$ cat src/rtl/sonar_scheduler.sv
// sonar_scheduler: round-robin ranging scheduler for up to four HC-SR04 sensors.
// A microsecond tick paces a single FSM. The FSM triggers one sensor per slot,
// waits for its echo, measures the echo width, and publishes one result
// through a valid/ready handshake. It then holds off until the slot period
// has elapsed before moving to the next sensor.

`timescale 1ns/1ps

module sonar_scheduler #(
    parameter int CLKS_PER_US = 40,
    parameter int NUM_SENSORS = 4,
    parameter int TRIG_US     = 20,
    parameter int RISE_TO_US  = 1000,
    parameter int MAX_US      = 3552,
    parameter int SLOT_US     = 60000
) (
    input  logic                   clk,
    input  logic                   reset,
    input  logic                   enable,
    input  logic [NUM_SENSORS-1:0] echo,
    output logic [NUM_SENSORS-1:0] trig,
    output logic                   busy,
    output logic                   dist_valid,
    input  logic                   dist_ready,
    output logic [1:0]             dist_id,
    output logic [11:0]            dist_us,
    output logic                   dist_timeout
);

    localparam int               DIV_W     = (CLKS_PER_US > 1) ? $clog2(CLKS_PER_US) : 1;
    localparam logic [DIV_W-1:0] DIV_LAST  = DIV_W'(CLKS_PER_US - 1);
    localparam logic [15:0]      TRIG_LAST = 16'(TRIG_US - 1);
    localparam logic [15:0]      RISE_LAST = 16'(RISE_TO_US - 1);
    localparam logic [15:0]      SLOT_LAST = 16'(SLOT_US - 1);
    localparam logic [11:0]      MAX_COUNT = 12'(MAX_US);
    localparam logic [1:0]       LAST_PTR  = 2'(NUM_SENSORS - 1);

    typedef enum logic [2:0] {
        ST_IDLE,
        ST_TRIG,
        ST_WAIT_RISE,
        ST_MEASURE,
        ST_PUBLISH,
        ST_HOLDOFF
    } state_t;

    state_t                 state_q,     state_d;
    logic [DIV_W-1:0]       div_q,       div_d;
    logic                   tick;
    logic [NUM_SENSORS-1:0] echo_meta_q, echo_meta_d;
    logic [NUM_SENSORS-1:0] echo_sync_q, echo_sync_d;
    logic                   echo_sel;
    logic [1:0]             ptr_q,       ptr_d;
    logic [15:0]            slot_q,      slot_d;
    logic [15:0]            rise_q,      rise_d;
    logic [11:0]            width_q,     width_d;
    logic                   seen_low_q,  seen_low_d;
    logic [NUM_SENSORS-1:0] trig_q,      trig_d;
    logic                   busy_q,      busy_d;
    logic                   valid_q,     valid_d;
    logic [1:0]             id_q,        id_d;
    logic [11:0]            us_q,        us_d;
    logic                   timeout_q,   timeout_d;

    // Free-running microsecond divider; tick marks its last count.
    always_comb begin
        tick  = (div_q == DIV_LAST);
        div_d = tick ? '0 : div_q + 1'b1;
    end

    // Two-stage echo synchronizer and selection of the sensor being served.
    always_comb begin
        echo_meta_d = echo;
        echo_sync_d = echo_meta_q;
        echo_sel    = 1'b0;
        for (int i = 0; i < NUM_SENSORS; i++) begin
            if (ptr_q == 2'(i)) begin
                echo_sel = echo_sync_q[i];
            end
        end
    end

    // Scheduler next-state logic, including the next values of the registered outputs.
    always_comb begin
        state_d    = state_q;
        ptr_d      = ptr_q;
        slot_d     = slot_q;
        rise_d     = rise_q;
        width_d    = width_q;
        seen_low_d = seen_low_q;
        valid_d    = valid_q;
        id_d       = id_q;
        us_d       = us_q;
        timeout_d  = timeout_q;

        // Slot time saturates so a very long stall cannot wrap it back below the slot length.
        if (tick && (state_q != ST_IDLE) && (slot_q != 16'hFFFF)) begin
            slot_d = slot_q + 16'd1;
        end

        case (state_q)
            ST_IDLE: begin
                if (tick && enable) begin
                    state_d = ST_TRIG;
                    slot_d  = '0;
                end
            end

            ST_TRIG: begin
                if (tick && (slot_q == TRIG_LAST)) begin
                    state_d    = ST_WAIT_RISE;
                    rise_d     = '0;
                    seen_low_d = 1'b0;
                end
            end

            ST_WAIT_RISE: begin
                // A rise only counts once the echo has been seen low in this state.
                if (!echo_sel) begin
                    seen_low_d = 1'b1;
                end
                if (tick) begin
                    if (seen_low_q && echo_sel) begin
                        state_d = ST_MEASURE;
                        width_d = '0;
                    end else if (rise_q == RISE_LAST) begin
                        state_d   = ST_PUBLISH;
                        valid_d   = 1'b1;
                        id_d      = ptr_q;
                        us_d      = '0;
                        timeout_d = 1'b1;
                    end else begin
                        rise_d = rise_q + 16'd1;
                    end
                end
            end

            ST_MEASURE: begin
                if (tick) begin
                    if (!echo_sel) begin
                        state_d   = ST_PUBLISH;
                        valid_d   = 1'b1;
                        id_d      = ptr_q;
                        us_d      = width_q;
                        timeout_d = 1'b0;
                    end else if (width_q == MAX_COUNT - 12'd1) begin
                        state_d   = ST_PUBLISH;
                        width_d   = MAX_COUNT;
                        valid_d   = 1'b1;
                        id_d      = ptr_q;
                        us_d      = MAX_COUNT;
                        timeout_d = 1'b1;
                    end else begin
                        width_d = width_q + 12'd1;
                    end
                end
            end

            ST_PUBLISH: begin
                if (valid_q && dist_ready) begin
                    state_d = ST_HOLDOFF;
                    valid_d = 1'b0;
                end
            end

            ST_HOLDOFF: begin
                if (tick && (slot_q >= SLOT_LAST)) begin
                    ptr_d = (ptr_q == LAST_PTR) ? 2'd0 : ptr_q + 2'd1;
                    if (enable) begin
                        state_d = ST_TRIG;
                        slot_d  = '0;
                    end else begin
                        state_d = ST_IDLE;
                    end
                end
            end

            default: begin
                state_d = ST_IDLE;
            end
        endcase

        busy_d = (state_d != ST_IDLE);
        for (int i = 0; i < NUM_SENSORS; i++) begin
            trig_d[i] = (state_d == ST_TRIG) && (ptr_d == 2'(i));
        end
    end

    // State, counters, synchronizer and registered outputs; reset clears everything at once.
    always_ff @(posedge clk or negedge reset) begin
        if (!reset) begin
            state_q     <= ST_IDLE;
            div_q       <= '0;
            echo_meta_q <= '0;
            echo_sync_q <= '0;
            ptr_q       <= '0;
            slot_q      <= '0;
            rise_q      <= '0;
            width_q     <= '0;
            seen_low_q  <= 1'b0;
            trig_q      <= '0;
            busy_q      <= 1'b0;
            valid_q     <= 1'b0;
            id_q        <= '0;
            us_q        <= '0;
            timeout_q   <= 1'b0;
        end else begin
            state_q     <= state_d;
            div_q       <= div_d;
            echo_meta_q <= echo_meta_d;
            echo_sync_q <= echo_sync_d;
            ptr_q       <= ptr_d;
            slot_q      <= slot_d;
            rise_q      <= rise_d;
            width_q     <= width_d;
            seen_low_q  <= seen_low_d;
            trig_q      <= trig_d;
            busy_q      <= busy_d;
            valid_q     <= valid_d;
            id_q        <= id_d;
            us_q        <= us_d;
            timeout_q   <= timeout_d;
        end
    end

    assign trig         = trig_q;
    assign busy         = busy_q;
    assign dist_valid   = valid_q;
    assign dist_id      = id_q;
    assign dist_us      = us_q;
    assign dist_timeout = timeout_q;

endmodule

$ cat config.mk
export PLATFORM = sky130hd
export DESIGN_NAME = sonar_scheduler
export DESIGN_NICKNAME = d
export VERILOG_FILES = /design/src/rtl/sonar_scheduler.sv
export SDC_FILE = /design/constraint.sdc
export NUM_CORES = 1
export LEC_CHECK = 0
export CORE_MARGIN = 2
export CORE_UTILIZATION = 45
export CTS_BUF_LIST = sky130_fd_sc_hd__clkbuf_4
export DETAILED_ROUTE_END_ITERATION = 8
export GPL_TIMING_DRIVEN = 0
export PLACE_DENSITY_LB_ADDON = 0.3
export SKIP_LAST_GASP = 1
export SLEW_MARGIN = 20
export SYNTH_ARGS = -nofsm -noshare
export SYNTH_HDL_FRONTEND = slang
export SYNTH_SLANG_ARGS = --single-unit
export TNS_END_PERCENT = 30
$ cat constraint.sdc
create_clock -name clk -period 3.5 [get_ports clk]
set_input_delay 1.05 -clock clk [delete_from_list [all_inputs] [get_ports clk]]
set_output_delay 1.05 -clock clk [all_outputs]
set_load 0.05 [all_outputs]
==> metrics.md, run 1 <==
| Metric | Value |
|---|---|
| Layout filler cell count | `between 800 and 900` |
| Worst Path Arrival | `roughly 3.2 ns` |
| Clock-pin slew of the registers on the worst-case setup and hold paths | `0.15 ns` |
| Primary FF master, synth | `sky130_fd_sc_hd__dfrtp_1` |
| Final hold slack | `around 0.36 ns` |
| Drt drc | `0` |
| Count of buffers from port buffering | `28` |
| Worst hold path depth | `0` |
| Commonest cells after routing, fill and taps aside | `85 x sky130_fd_sc_hd__dfrtp_1, 46 x sky130_fd_sc_hd__nand2_1, 38 x sky130_fd_sc_hd__nor2_1` |
| Share of the yosys chip area belonging to registers | `between 40% and 50%` |
| Number of synthesized flops with an enable pin | `0` |
| Warnings from Yosys | `0` |
| TritonCTS clock tree | `done` |
| Post-synth top area share | `47.83%` |
| Setup Viol. Count Final | `0` |
| Wire length of the first global-routing pass | `~16 mm` |
| Overflow after GRT | `0` |
| Post-DP Area | `4918 µm²` |
| Count of final hold-check violations | `0` |
| Post-synthesis net count | `between 400 and 500` |
| Number of max-cap violations | `0` |
| Post-synth design cell area | `4447 µm²` |
| Unrepaired setup endpoints after global routing | `no` |
| Number of pins exceeding their max-slew limit in the final report | `0` |
| Synth area leader | `sky130_fd_sc_hd__dfrtp_1` |
| Least-Margin Pin Slew | `0.7828 ns` |
| Maximum resistive drop on vdd | `approximately 230 µV` |
| Terminus of the critical flop-to-flop path | `slot_q[12]` |
| Synth-to-layout area growth | `13.96%` |
| Yosys cell types | `62` |
| Share of the clock period used by the worst path | `83.29%` |
| X dimension of the die | `103.4 µm` |
| Element type at the critical path start | `flip-flop` |
| Initial drt markers | `around 230` |
| Overall Global Routing Usage | `roughly a fifth` |
| Share of cells above drive strength 1 | `9.270%` |
| Cell count after placement | `between 600 and 700` |
| Status | `finished clean` |
| HP Class | `flip-flop to flip-flop` |
| Min-Delay Endpoint | `echo_sync_q[2]` |
| Overall via count from detail_route | `roughly 3500` |
| Classification of the worst setup path | `flip-flop to flip-flop` |
| Cell area after layout | `between 5000 and 6000 µm²` |
| Cell types with the largest area share after synthesis | `sky130_fd_sc_hd__dfrtp_1 48%, sky130_fd_sc_hd__nand2_1 3.9%, sky130_fd_sc_hd__xor2_1 3.5%` |
| Number of nets with antenna violations after detailed routing | `0` |
| Clock skew | `0.02548 ns` |
| Total Routed Length | `~9.5 mm` |
| Setup Buffers After CTS | `0` |
| Crit-path max FO | `10` |
| Number of diodes added for antenna fixing | `0` |
| Endpoint required time on the critical path | `between 3 and 4 ns` |
| Via count of the first global-routing pass | `~3400` |
| HPWL Detailed | `around 6.8 mm` |
| Core Footprint | `approximately 9700 µm²` |
| Worst Setup End Kind | `flip-flop` |
| Max Root-Sink Buffers | `2` |
| Normalized max-slew margin | `a little under half` |
| Synthesized area per cell | `9.625 µm²` |
| Routability congestion estimate | `around 0.88` |
| Worst reg-to-reg setup slack | `slightly below 0.6 ns` |
| Number of buffers inserted for hold repair after clock tree synthesis | `0` |
| Count of nets after finishing | `between 500 and 600` |
| Depth of the most critical reg-to-reg path | `8` |
| Insertion delay to the later sink of the worst-skew pair | `between 0.4 and 0.5 ns` |
| Initial antenna violation count | `0` |
| Sinks on Clock Net | `85` |
| Leakage component of the power | `just under 2 nW` |
| Height of the die | `103.4 µm` |
| Power density over the cells | `320.6 nW/µm²` |
| Starting density of the core | `a little under half` |
| Std cell rows | `36` |
| Cells resized by post-CTS repair | `0` |
| Clock Root Buffer | `sky130_fd_sc_hd__clkbuf_4` |
| Yosys reg bits | `85` |
| Die footprint | `10690 µm²` |
| Post-Synthesis Cells | `between 400 and 500` |
| Top achievable clock speed | `roughly 340 MHz` |
| Via density per instance | `about 5.5` |
| Number of buffers created by CTS | `9` |
| RR Startpoint | `slot_q[0]` |
| Largest net degree at the start of global routing | `between 40 and 50` |
| Filler-free cell count of the finished design | `640` |
| Commonest non-fill, non-tap cell in the layout | `sky130_fd_sc_hd__dfrtp_1` |
| Top-level port count | `29` |
| Post-layout minimum cycle time | `between 2 and 3 ns` |
| TritonRoute pass-1 iters | `4` |
| Wire per inst | `roughly 15 µm` |
| Sum of internal, switching and leakage power | `roughly 1.6 mW` |
| Level count of the clock H-tree | `3` |
| Async set-reset flop share out of synthesis | `100.0%` |
| Startpoint of the most critical hold path | `echo_meta_q[2]` |
flip-flops by register name, summed over array words and instances (netlist names), 2 cells and up:
signal       flops
rise_q          16
slot_q          16
dist_us         12
width_q         12
div_q            6
echo_meta_q      4
echo_sync_q      4
trig             4
state_q          3
dist_id          2
ptr_q            2
routing by layer:
layer  wire [µm]  GRT usage [%]  vias to the layer above
met5           0              0                        -
met4         116          5.972                        0
met3         308          3.360                       10
met2        4670          31.46                       69
met1        4374          25.60                     1694
li1            -              -                     1765
power breakdown:
group          internal [mW]  leakage, nW  switching, mW
sequential             0.987         1.06        0.00120
combinational         0.0117        0.826         0.0251
clock                  0.229       0.0780          0.371
worst max path at each step:
stage	depth (start not counted)	to	slack [ns]	start
final	8	slot_q[12]	0.59	slot_q[0]
after global routing	8	slot_q[14]	0.28	slot_q[0]
after CTS	8	slot_q[12]	0.56	slot_q[0]
after detailed placement	8	slot_q[5]	0.73	slot_q[0]
after global placement	1	slot_q[4]	-1.67	reset
after floorplan	9	busy	1.20	ptr_q[0]
cell usage after synthesis, types with 3 or more instances:
cell type                   number
sky130_fd_sc_hd__o31ai_1        13
sky130_fd_sc_hd__buf_4           4
sky130_fd_sc_hd__inv_1          11
sky130_fd_sc_hd__o2111ai_1       3
sky130_fd_sc_hd__and4_1          4
sky130_fd_sc_hd__nand3_1        29
sky130_fd_sc_hd__nand4_1        12
sky130_fd_sc_hd__a21oi_1        14
sky130_fd_sc_hd__xor2_1         18
sky130_fd_sc_hd__xnor2_1         7
sky130_fd_sc_hd__nor2_1         38
sky130_fd_sc_hd__a211oi_1        4
sky130_fd_sc_hd__nand2_1        46
sky130_fd_sc_hd__ha_1            8
sky130_fd_sc_hd__and3_1          7
sky130_fd_sc_hd__nor2b_1         9
sky130_fd_sc_hd__or3_1           8
sky130_fd_sc_hd__inv_2           3
sky130_fd_sc_hd__nand2b_1        4
sky130_fd_sc_hd__o21ai_0        14
sky130_fd_sc_hd__dfrtp_1        85
sky130_fd_sc_hd__nor4_1          6
sky130_fd_sc_hd__o21ai_1        29
sky130_fd_sc_hd__o211ai_1        6
sky130_fd_sc_hd__clkbuf_1       10
sky130_fd_sc_hd__a21o_1          4
sky130_fd_sc_hd__or4_1           5
sky130_fd_sc_hd__a211o_1         3
sky130_fd_sc_hd__nor3_1         11
sky130_fd_sc_hd__buf_2           5
kinds of logic after synthesis:
kind of cell             Yosys count  synth area share [%]
AND/OR/NAND/NOR                  204                 25.61
AO/OA/AOI/OAI                    103                 15.31
flip-flops                        85                 47.83
buffers and inverters             34                 3.376
XOR/XNOR                          25                 4.924
adder cells (fa/ha/maj)            8                 2.251
multiplexers                       3                0.7034
critical path, cell delays in order (launching register included):
cell and delay [ns]:
sky130_fd_sc_hd__dfrtp_1 0.42, sky130_fd_sc_hd__ha_1 0.28, sky130_fd_sc_hd__nand4_1 0.14, sky130_fd_sc_hd__a2111oi_0 0.75, sky130_fd_sc_hd__a21bo_1 0.25, sky130_fd_sc_hd__nand3_1 0.10
sky130_fd_sc_hd__a211oi_2 0.52, sky130_fd_sc_hd__buf_4 0.28, sky130_fd_sc_hd__nor2_1 0.06
area by class of cell:
| class | instances | area (µm²) | area share, % |
|---|---|---|---|
| clock inverters | 7 | 81.33 | 1.605 |
| clock buffers | 9 | 67.56 | 1.333 |
| well taps | 133 | 166.4 | 3.284 |
| repair buffers | 29 | 305.3 | 6.025 |
| plain buffers | 20 | 97.59 | 1.926 |
| inverters | 14 | 52.55 | 1.037 |
| flip-flops and latches | 85 | 2127 | 41.98 |
| multi-input cells | 343 | 2170 | 42.81 |
metrics by stage:
step	setup WS (ns)	utilization [%]	TNS [ns]
2_1_floorplan	1.205	-	0
4_1_cts	0.5570	52.33	0
5_1_grt	0.2804	52.33	0
6_report	0.5850	52.33	0
3_3_place_gp	-1.672	50.53	-141.63
3_5_place_dp	0.7292	50.79	0
Power figures use the tool's default switching activity.
==> inputs of run 2 (changes only) <==
==> constraint.sdc (replaced) <==
create_clock -name clk -period 2.7 [get_ports clk]
set_input_delay 0.81 -clock clk [delete_from_list [all_inputs] [get_ports clk]]
set_output_delay 0.81 -clock clk [all_outputs]
set_load 0.05 [all_outputs]
==> run 2 against run 1 <==
Compared with the run above:
- hold slack got worse by 0.031 ns
- routed wire length fell by 0.15%
- cell area rose by 1.4%
- sequential share of layout area fell by 0.57 points
- clock power rose by 29%
- first-iteration DRC count rose by 11%
- sequential power rose by 30%
- via count rose by 1.1%
- power rose by 30%
- non-clock buffer count rose by 1
- clock-buffer cell count did not move
- largest cell class unchanged
==> metrics.md, run 2 (synthesis gave the netlist of run 1 again) <==
| Metric | Value |
|---|---|
| Endpoint required time on the critical path | `3.08 ns (-0.74 ns)` |
| Share of cells above drive strength 1 | `11.02% (+1.8 points)` |
| Std cell rows | `36 (unchanged)` |
| TritonRoute pass-1 iters | `4 (unchanged)` |
| Power density over the cells | `410.1 nW/µm² (+28%)` |
| Initial antenna violation count | `0 (unchanged)` |
| Sinks on Clock Net | `85 (unchanged)` |
| Height of the die | `103.4 µm (unchanged)` |
| Crit-path max FO | `10 (unchanged)` |
| Least-Margin Pin Slew | `0.7017 ns (-0.08114 ns)` |
| Number of diodes added for antenna fixing | `0 (unchanged)` |
| Count of buffers from port buffering | `28 (unchanged)` |
| Number of buffers inserted for hold repair after clock tree synthesis | `0 (unchanged)` |
| Post-layout minimum cycle time | `2.523 ns (-0.3924 ns)` |
| Status | `finished clean` |
| Number of nets with antenna violations after detailed routing | `0 (unchanged)` |
| Overall via count from detail_route | `3578 (+1.1%)` |
| Commonest non-fill, non-tap cell in the layout | `sky130_fd_sc_hd__dfrtp_1` |
| Top achievable clock speed | `396.4 MHz (+16%)` |
| Top-level port count | `29 (unchanged)` |
| Normalized max-slew margin | `52.86% (+6.4 points)` |
| Classification of the worst setup path | `flip-flop to flip-flop` |
| Post-place setup slack | `-0.07080 ns (-0.8000 ns)` |
| HP Class | `input port to async pin` |
| HPWL Detailed | `6.788 mm (unchanged)` |
| Total Routed Length | `9.456 mm (-0.15%)` |
| Number of max-cap violations | `0 (unchanged)` |
| Initial drt markers | `252 (+11%)` |
| Die footprint | `10690 µm² (unchanged)` |
| Count of nets after finishing | `519 (+0.19%)` |
| Sum of internal, switching and leakage power | `2.107 mW (+30%)` |
| Number of buffers created by CTS | `9 (unchanged)` |
| Worst Path Arrival | `2.90 ns (-0.34 ns)` |
| Via density per instance | `5.582 (+0.97%)` |
| Via count of the first global-routing pass | `3411 (-0.088%)` |
| Worst Setup End Kind | `flip-flop` |
| Unrepaired setup endpoints after global routing | `yes` |
| Leakage component of the power | `1.977 nW (+0.89%)` |
| Final setup slack of the worst path | `0.1774 ns (-0.4076 ns)` |
| Wire per inst | `14.75 µm (-0.30%)` |
| TritonCTS clock tree | `done` |
| Overall Global Routing Usage | `19.08% (+0.031 points)` |
| Routability congestion estimate | `0.8801 (unchanged)` |
| Level count of the clock H-tree | `3 (unchanged)` |
| Max Root-Sink Buffers | `2 (unchanged)` |
| X dimension of the die | `103.4 µm (unchanged)` |
| Core Footprint | `9684 µm² (unchanged)` |
| Clock skew | `0.03135 ns (+0.005866 ns)` |
| Element type at the critical path start | `flip-flop` |
| Share of the clock period used by the worst path | `93.43% (+10 points)` |
| Count of final hold-check violations | `0 (unchanged)` |
| Insertion delay to the later sink of the worst-skew pair | `0.45 ns (about the same)` |
| Drt drc | `0 (unchanged)` |
| Commonest cells after routing, fill and taps aside | `85 x sky130_fd_sc_hd__dfrtp_1, 46 x sky130_fd_sc_hd__nand2_1, 38 x sky130_fd_sc_hd__nor2_1` |
| Wire length of the first global-routing pass | `16.29 mm (about the same)` |
| Largest net degree at the start of global routing | `46 (unchanged)` |
| Maximum resistive drop on vdd | `300.9 µV (+29%)` |
| Number of pins exceeding their max-slew limit in the final report | `0 (unchanged)` |
| Overflow after GRT | `0 (unchanged)` |
| Clock Root Buffer | `sky130_fd_sc_hd__clkbuf_4` |
| Setup Viol. Count Final | `0 (unchanged)` |
| Synth-to-layout area growth | `15.53%` |
| Starting density of the core | `45.92% (unchanged)` |
| Clock-pin slew of the registers on the worst-case setup and hold paths | `0.15 ns (about the same)` |
| Registers with the most flip-flops | `rise_q x16, slot_q x16` |
-- run 2: cell types whose count changed in the layout (fill, tap and decap cells not counted), sizes merged --
cell | before | now
buf | 11 | 12
-- run 2: metrics by stage --
stage               util, %  std cells  hold slack, ns  instance area [µm²]  setup TNS (ns)
finish                53.05        641          0.3243                 5137               0
global placement      50.53        623          0.3341                 4893         -189.54
floorplan                 -        462          0.3312                 4447               0
detailed placement    50.79        624          0.3385                 4918         -0.6851
global route          53.05        641          0.3522                 5137        -0.05154
CTS                   52.48        640          0.3284                 5082               0
-- run 2: power by group --
part	switching [mW]	internal, mW
clock network	0.478	0.297
logic	0.0333	0.0172
registers	0.00188	1.28
total	0.513	1.59
-- run 2: repair_timing --
item / CTS / global route
cloned: 0 / 0
pin swaps: 0 / 2
endpoints found under the setup margin: 16 / 15
hold endpoints to repair: 0 / 0
setup buffers: 0 / 1
resized for setup: 4 / 10
-- run 2: path summary, 6_finish.rpt --
path / endpoint / cells after the start / startpoint / slack (ns)
worst max-delay path: dist_us[7] / 9 / ptr_q[1] / 0.18
worst min-delay path: echo_sync_q[0] / 1 / reset / 0.32
worst max register to register: dist_us[7] / 9 / ptr_q[1] / 0.18
worst min register to register: echo_sync_q[2] / 0 / echo_meta_q[2] / 0.35
min in group clk: echo_sync_q[2] / 0 / echo_meta_q[2] / 0.35
max in group asynchronous: slot_q[12] / 2 / reset / 1.75
-- run 2: layer usage --
metal | vias to the layer above | global-route usage [%] | share of wire (%)
met5 | - | 0 | 0
met4 | 0 | 5.769 | 1.6
met3 | 16 | 3.159 | 3.3
met2 | 76 | 31.71 | 49
met1 | 1724 | 25.70 | 46
li1 | 1762 | - | -
-- run 2: critical path: stages (launching register included) --
cell                        delay [ns]
sky130_fd_sc_hd__dfrtp_1          0.44
sky130_fd_sc_hd__inv_1            0.10
sky130_fd_sc_hd__ha_1             0.21
sky130_fd_sc_hd__nand3b_1         0.24
sky130_fd_sc_hd__a211o_1          0.40
sky130_fd_sc_hd__o2111ai_1        0.24
sky130_fd_sc_hd__a21o_1           0.25
sky130_fd_sc_hd__clkbuf_1         0.40
sky130_fd_sc_hd__nand2_1          0.10
sky130_fd_sc_hd__o21ai_1          0.08
-- run 2: final cells by class --
class                           count  area (µm²)
Fill cell                         885        4547
Multi-Input combinational cell    343        2228
Sequential cell                    85        2127
Timing Repair Buffer               30       312.8
Tap cell                          133       166.4
Buffer                             20       101.3
Clock inverter                      7       81.33
Clock buffer                        9       67.56
Inverter                           14       52.55
==> inputs of run 3 (changes only) <==
--- a/config.mk
+++ b/config.mk
@@ -6,11 +6,12 @@
 export NUM_CORES = 1
 export LEC_CHECK = 0
 export CORE_MARGIN = 2
-export CORE_UTILIZATION = 45
+export CORE_UTILIZATION = 60
 export CTS_BUF_LIST = sky130_fd_sc_hd__clkbuf_4
 export DETAILED_ROUTE_END_ITERATION = 8
 export GPL_TIMING_DRIVEN = 0
 export PLACE_DENSITY_LB_ADDON = 0.3
+export RECOVER_POWER = 100
 export SKIP_LAST_GASP = 1
 export SLEW_MARGIN = 20
 export SYNTH_ARGS = -nofsm -noshare
==> run 3 against run 2 <==
Compared with the run above:
- critical path type unchanged
- highest routed layer unchanged
- via count increased by 1.6%
- register-to-register slack got worse by 0.03 ns
- cell area decreased by 1.8%
- non-clock buffer count unchanged
- power about the same
==> metrics.md, run 3 (synthesis gave the netlist of run 1 again) <==
| Metric | Value |
|---|---|
| Least-Margin Pin Slew | `1.091 ns (+0.3891 ns)` |
| Std cell rows | `31 (-14%)` |
| Drt drc | `0 (unchanged)` |
| Commonest non-fill, non-tap cell in the layout | `sky130_fd_sc_hd__dfrtp_1` |
| Classification of the worst setup path | `flip-flop to flip-flop` |
| Core Footprint | `7214 µm² (-26%)` |
| Via density per instance | `6.007 (+7.6%)` |
| Height of the die | `90.09 µm (-13%)` |
| Overall Global Routing Usage | `24.56% (+5.5 points)` |
| Worst Path Arrival | `2.86 ns (-0.04 ns)` |
| Clock Root Buffer | `sky130_fd_sc_hd__clkbuf_4` |
| Clock skew | `0.02481 ns (-0.006539 ns)` |
| Top achievable clock speed | `391.7 MHz (-1.2%)` |
| Sinks on Clock Net | `85 (unchanged)` |
| Registers with the most flip-flops | `rise_q x16, slot_q x16` |
| Cell area after layout | `5044 µm² (-1.8%)` |
| HP Class | `flip-flop to flip-flop` |
| Number of pins exceeding their max-slew limit in the final report | `0 (unchanged)` |
| Status | `finished clean` |
| Worst Setup End Kind | `flip-flop` |
| Setup Viol. Count Final | `0 (unchanged)` |
| Number of diodes added for antenna fixing | `0 (unchanged)` |
| Insertion delay to the later sink of the worst-skew pair | `0.43 ns (-0.02 ns)` |
| Clock-pin slew of the registers on the worst-case setup and hold paths | `0.12 ns (-0.03 ns)` |
| Normalized max-slew margin | `27.28% (-26 points)` |
| Wire per inst | `16.02 µm (+8.6%)` |
| Via count of the first global-routing pass | `3435 (+0.70%)` |
| Max Root-Sink Buffers | `2 (unchanged)` |
| Final setup slack of the worst path | `0.1472 ns (-0.03023 ns)` |
| Number of nets with antenna violations after detailed routing | `0 (unchanged)` |
| Number of buffers created by CTS | `9 (unchanged)` |
| Overall via count from detail_route | `3634 (+1.6%)` |
| Number of buffers inserted for hold repair after clock tree synthesis | `0 (unchanged)` |
| Wire length of the first global-routing pass | `16.35 mm (+0.34%)` |
| Post-layout minimum cycle time | `2.553 ns (+0.03023 ns)` |
| Overflow after GRT | `0 (unchanged)` |
| Post-place setup slack | `-0.1569 ns (-0.08611 ns)` |
| Final core utilization | `69.91% (+17 points)` |
| TritonRoute pass-1 iters | `4 (unchanged)` |
| Unrepaired setup endpoints after global routing | `yes` |
| Synth-to-layout area growth | `13.42%` |
| Element type at the critical path start | `flip-flop` |
| Count of nets after finishing | `519 (unchanged)` |
| Largest net degree at the start of global routing | `47 (+2.2%)` |
| Top-level port count | `29 (unchanged)` |
| Power density over the cells | `417.3 nW/µm² (+1.8%)` |
| Post-DP Area | `4876 µm² (-0.86%)` |
| Layout filler cell count | `569 (-36%)` |
| TritonCTS clock tree | `done` |
| Initial drt markers | `253 (+0.40%)` |
| Crit-path max FO | `6 (-4)` |
| Number of max-cap violations | `0 (unchanged)` |
| Die footprint | `8116 µm² (-24%)` |
| Count of final hold-check violations | `0 (unchanged)` |
| Routability congestion estimate | `0.8536 (-3.0%)` |
| Leakage component of the power | `1.968 nW (-0.49%)` |
| Count of buffers from port buffering | `28 (unchanged)` |
| Commonest cells after routing, fill and taps aside | `85 x sky130_fd_sc_hd__dfrtp_1, 46 x sky130_fd_sc_hd__nand2_1, 38 x sky130_fd_sc_hd__nor2_1` |
| Endpoint required time on the critical path | `3.01 ns (-0.07 ns)` |
| Share of the clock period used by the worst path | `94.55% (+1.1 points)` |
| Initial antenna violation count | `0 (unchanged)` |
| Maximum resistive drop on vdd | `370.3 µV (+23%)` |
| Total Routed Length | `9.693 mm (+2.5%)` |
| HPWL Detailed | `6.781 mm (-0.10%)` |
| X dimension of the die | `90.09 µm (-13%)` |
| Starting density of the core | `61.64% (+16 points)` |
| Share of cells above drive strength 1 | `10.28% (-0.75 points)` |
| Level count of the clock H-tree | `3 (unchanged)` |
run 3: report_power, final:
group | internal [mW] | switching, mW
clock | 0.363 | 0.417
sequential | 1.28 | 0.00207
combinational | 0.0120 | 0.0325
run 3: final cells by class:
class                           instances  area [µm²]  share of cell area, %
Multi-Input combinational cell        343        2206                  43.74
Buffer                                 20       101.3                  2.009
Clock inverter                          5       77.57                  1.538
Clock buffer                            9       67.56                  1.340
Sequential cell                        85        2127                  42.17
Inverter                               14       52.55                  1.042
Timing Repair Buffer                   30       287.8                  5.706
Tap cell                               99       123.9                  2.456
run 3: routing by layer:
metal / part of all wire (%) / track usage (%) / vias up
met3: 4.4 / 4.610 / 14
li1: - / - / 1745
met5: 0 / 0 / -
met1: 45 / 34.16 / 1773
met2: 49 / 39.60 / 102
met4: 1.5 / 7.308 / 0
run 3: repair_timing:
action                                  4_1_cts  5_1_grt
gates resized for setup                       2        9
pin swaps                                     0        1
setup buffers                                 0        1
endpoints found under the setup margin       15       24
run 3: stage by stage:
stage	cells	setup TNS (ns)	hold slack [ns]	power, mW
after floorplan	462	0	0.3312	1.310
after global placement	589	-175.13	0.3346	1.349
after detailed placement	590	-0.5332	0.3347	1.354
after CTS	604	-0.02992	0.3417	2.121
after global routing	605	-0.07512	0.3745	2.172
final	605	0	0.3614	2.105
run 3: path summary, 6_finish.rpt:
path	start	end	slack, ns	cells after the start
max in group asynchronous	reset	slot_q[9]	0.57	2
setup reg to reg	ptr_q[0]	busy	0.15	8
min in group asynchronous	reset	rise_q[15]	0.51	1
hold reg to reg	echo_meta_q[3]	echo_sync_q[3]	0.36	0
setup / recovery	ptr_q[0]	busy	0.15	8
hold / removal	echo_meta_q[3]	echo_sync_q[3]	0.36	0
run 3: worst max-delay path, stage by stage, from the launching register on:
cell	delay [ns]
sky130_fd_sc_hd__dfrtp_1	0.46
sky130_fd_sc_hd__inv_1	0.12
sky130_fd_sc_hd__ha_1	0.24
sky130_fd_sc_hd__a211oi_2	0.35
sky130_fd_sc_hd__a211o_1	0.32
sky130_fd_sc_hd__o2111ai_1	0.18
sky130_fd_sc_hd__a211oi_2	0.30
sky130_fd_sc_hd__inv_1	0.10
sky130_fd_sc_hd__or3_1	0.36
